==> src/rtl/oh_sat_counter.sv <==
// Saturating up-counter used for the mismatch count.
//   clk, reset : clock and synchronous active-high reset
//   clr        : synchronous clear (below reset)
//   inc        : count one event; holds at all-ones instead of wrapping
//   count      : current value
module oh_sat_counter #(
    parameter int CW = 8
) (
    input  logic          clk,
    input  logic          reset,
    input  logic          clr,
    input  logic          inc,
    output logic [CW-1:0] count
);

    always_ff @(posedge clk) begin
        if (reset || clr) begin
            count <= '0;
        end else if (inc && (count != {CW{1'b1}})) begin
            count <= count + CW'(1);
        end
    end

endmodule

==> config.mk <==
export PLATFORM = sky130hd
export DESIGN_NAME = oh_sat_counter
export DESIGN_NICKNAME = d
export VERILOG_FILES = /design/src/rtl/oh_sat_counter.sv
export SDC_FILE = /design/constraint.sdc
export NUM_CORES = 1
export LEC_CHECK = 0
export CAP_MARGIN = 20
export CORE_AREA = 2 2 39 41
export DETAILED_ROUTE_END_ITERATION = 8
export DIE_AREA = 0 0 41 43
export GPL_ROUTABILITY_DRIVEN = 1
export SKIP_CTS_REPAIR_TIMING = 1
export SKIP_LAST_GASP = 1
export SYNTH_ARGS = -nofsm -noshare
export SYNTH_HDL_FRONTEND = slang
export SYNTH_SLANG_ARGS = --single-unit
export TNS_END_PERCENT = 5
==> constraint.sdc <==
create_clock -name clk -period 4.6 [get_ports clk]
set_clock_uncertainty 0.2 [all_clocks]
set_input_delay 0.92 -clock clk [delete_from_list [all_inputs] [get_ports clk]]
set_output_delay 0.92 -clock clk [all_outputs]
set_load 0.03 [all_outputs]
==> impl_metrics.csv <==
group,metric,value,unit
die,die_h,43,µm
synth,synth_area_leaders,"dfxtp_1 38%, mux2i_1 9.5%, nand2_1 6.2%, a21oi_1 5.9%, and3b_1 4.2%",
clock_tree,numCtsBuffers,3,
global_routing,grt_start_max_net_pins,9,
die,top_level_ports,12,
synth,yosys.area.top_type,"dfxtp_1",
detailed_routing,routedWlPerCell,12.3,µm
cells_and_area,nets,68,
detailed_routing,drtIter0Drc,16,
synth,synth_top_area_share,38.0,%
placement,dpl_cell_area,547,µm²
power_and_ir_drop,seqPwrFrac,52.5,%
critical_path,crit_family,"buffers and inverters",
critical_path,startpoint_type,"flip-flop",
synth,syn-cell-area,422,µm²
power_and_ir_drop,netSwitchingFraction,21.9,%
detailed_routing,num_vias,407,
critical_path,cp_cell_sequence,"clkdlybuf4s50_1",
flow_run,maxCapViolCount,0,
critical_path,worst_ep_required_time,3.48,ns
synth,postSynthCellCount,48,
detailed_routing,drt-pass1-iter-count,4,
timing,tns,0,ns
detailed_routing,drc_errors,0,
synth,synth_commonest_cells,"8 x dfxtp_1, 7 x nand2_1, 5 x a21oi_1",
global_routing,grt_pass1_vias,353,
clock_tree,root_buffer,"clkbuf_4",
power_and_ir_drop,pwr-share-comb,7.7,%
hold_path,hold_class,"flip-flop to flip-flop",
synth,yosys_warnings,0,
timing,hold_violations,0,
power_and_ir_drop,p_leak,0.210,nW
power_and_ir_drop,power.switching,29.5,µW
timing,slew_viol_final,0,
power_and_ir_drop,p_per_area,236,nW/µm²
critical_path,cp.arrival,1.42,ns
synth,synth_flop_cell,"dfxtp_1",
clock_tree,cts_tree,"yes",
synth,seq_area_frac_synth,38.0,%
global_routing,grt_pass1_wl,1520,µm
synth,synth_area_per_cell,8.78,µm²
synth,ys_types,23,
global_routing,antenna_found_initial,0,
timing,max_freq,0.393,GHz
clock_tree,cts.sink_count,8,
cells_and_area,area_growth,35.0,%
timing,slew_headroom,65.3,%
status,outcome,"completed",
placement,gp_congestion,0.755,
global_routing,track_usage,13.8,%
synth,synth_edf_count,0,
timing,rsz0062_at_grt,"false",
placement,dp_hpwl,702,µm
detailed_routing,wirelength,944,µm
synth,yosysMostFrequentCell,"dfxtp_1",
critical_path,critPathBufInv,1,
power_and_ir_drop,finalPower,135,µW
cells_and_area,post-route-util,41.1,%
placement,io_buffers,11,
cells_and_area,drive_gt1_share,11.5,%
die,num_rows,14,
timing,period_share,55.3,%
timing,period_needed,2.54,ns
die,fp.dieW,41,µm
critical_path,crit_slowest_cell,"clkdlybuf4s50_1",
clock_tree,htreeDepth,1,
cells_and_area,largest_reg_flops,8,
synth,syn-num-nets,53,
cells_and_area,num_antenna_cells,0,
timing,finalSetupViolations,0,
clock_tree,clk_latency,0.26,ns
clock_tree,ctsLongestPathBuffers,2,
power_and_ir_drop,vdd_drop_max,0.163,mV
synth,ys_ff_latch,8,
die,initial_core_util,30.5,%
power_and_ir_drop,p_clk_share,39.8,%
clock_tree,clkTransAtPathRegs,0.05,ns
critical_path,crit_type,"flip-flop to output pin",
critical_path,crit_fanout,8,
die,core_area,1380,µm²
critical_path,end_kind,"output pin",
detailed_routing,antenna_left,0,
global_routing,grt-ovfl-total,0,
timing,fin_hold_ws,0.289,ns
critical_path,cpPeakStageDelay,0.72,ns
cells_and_area,reg_top3,"count (8)",
cells_and_area,design_area,569,µm²
detailed_routing,routed_via_density,5.29,
timing,worstMarginPinSlew,0.518,ns
cells_and_area,top_register,"count",
power_and_ir_drop,p_int,105,µW
die,die_area,1760,µm²
synth,async_flop_share,0,%
-- path summary, 6_finish.rpt --
path,from,to,slack (ns),cells past startpoint
setup reg to reg,count[0],count[6],2.91,4
hold reg to reg,count[1],count[1],0.29,2
setup / recovery,count[7],count[7],2.06,1
hold / removal,count[1],count[1],0.29,2
-- final cells by class --
class                           instances  area (µm²)
Tap cell                               16        20.0
Clock buffer                            3        22.5
Fill cell                             152         815
Multi-Input combinational cell         38         253
Inverter                                1        3.75
Timing Repair Buffer                   11         110
Sequential cell                         8         160
-- per-stage QoR --
step           setup WS, ns  cells
2_1_floorplan          2.71     48
3_3_place_gp           2.12     74
3_5_place_dp           2.10     74
4_1_cts                2.06     77
5_1_grt                1.98     77
6_report               2.06     77
-- per-layer routing --
metal / GRT usage [%] / routed length [µm]
met2: 19.1 / 482
met4: 10.0 / 22
met5: 0 / 0
met1: 15.1 / 384
met3: 7.85 / 55
-- power by group through the flow --
stage          registers, mW  clock network, mW  logic (mW)
5_1_grt               0.0706             0.0616      0.0111
4_1_cts               0.0706             0.0565      0.0104
2_1_floorplan         0.0732                  0     0.00353
3_3_place_gp          0.0721                  0      0.0102
3_5_place_dp          0.0721                  0      0.0104
6_report              0.0707             0.0536      0.0103
-- cell usage in the layout (no fill, tap or decap), types with 2 or more instances in the layout --
| cell | instances |
|---|---|
| dfxtp_1 | 8 |
| nand2_1 | 7 |
| clkbuf_4 | 3 |
| nand4_1 | 2 |
| or3_1 | 2 |
| mux2i_1 | 4 |
| a21oi_1 | 5 |
| and3_1 | 2 |
| and3b_1 | 2 |
| nand3_1 | 2 |
| clkdlybuf4s50_1 | 11 |
-- cells by family (layout without fill, tap and decap cells) --
kind of cell	Yosys count	after routing	share of synthesized area, %
AOI/OAI and AO/OA	9	9	13.6
adders and majority gates	1	1	2.97
and+or+nand+nor	24	24	33.8
buffers and inverters	2	15	2.08
DFF	8	8	38.0
muxes	4	4	9.50
Power figures use the tool's default switching activity.
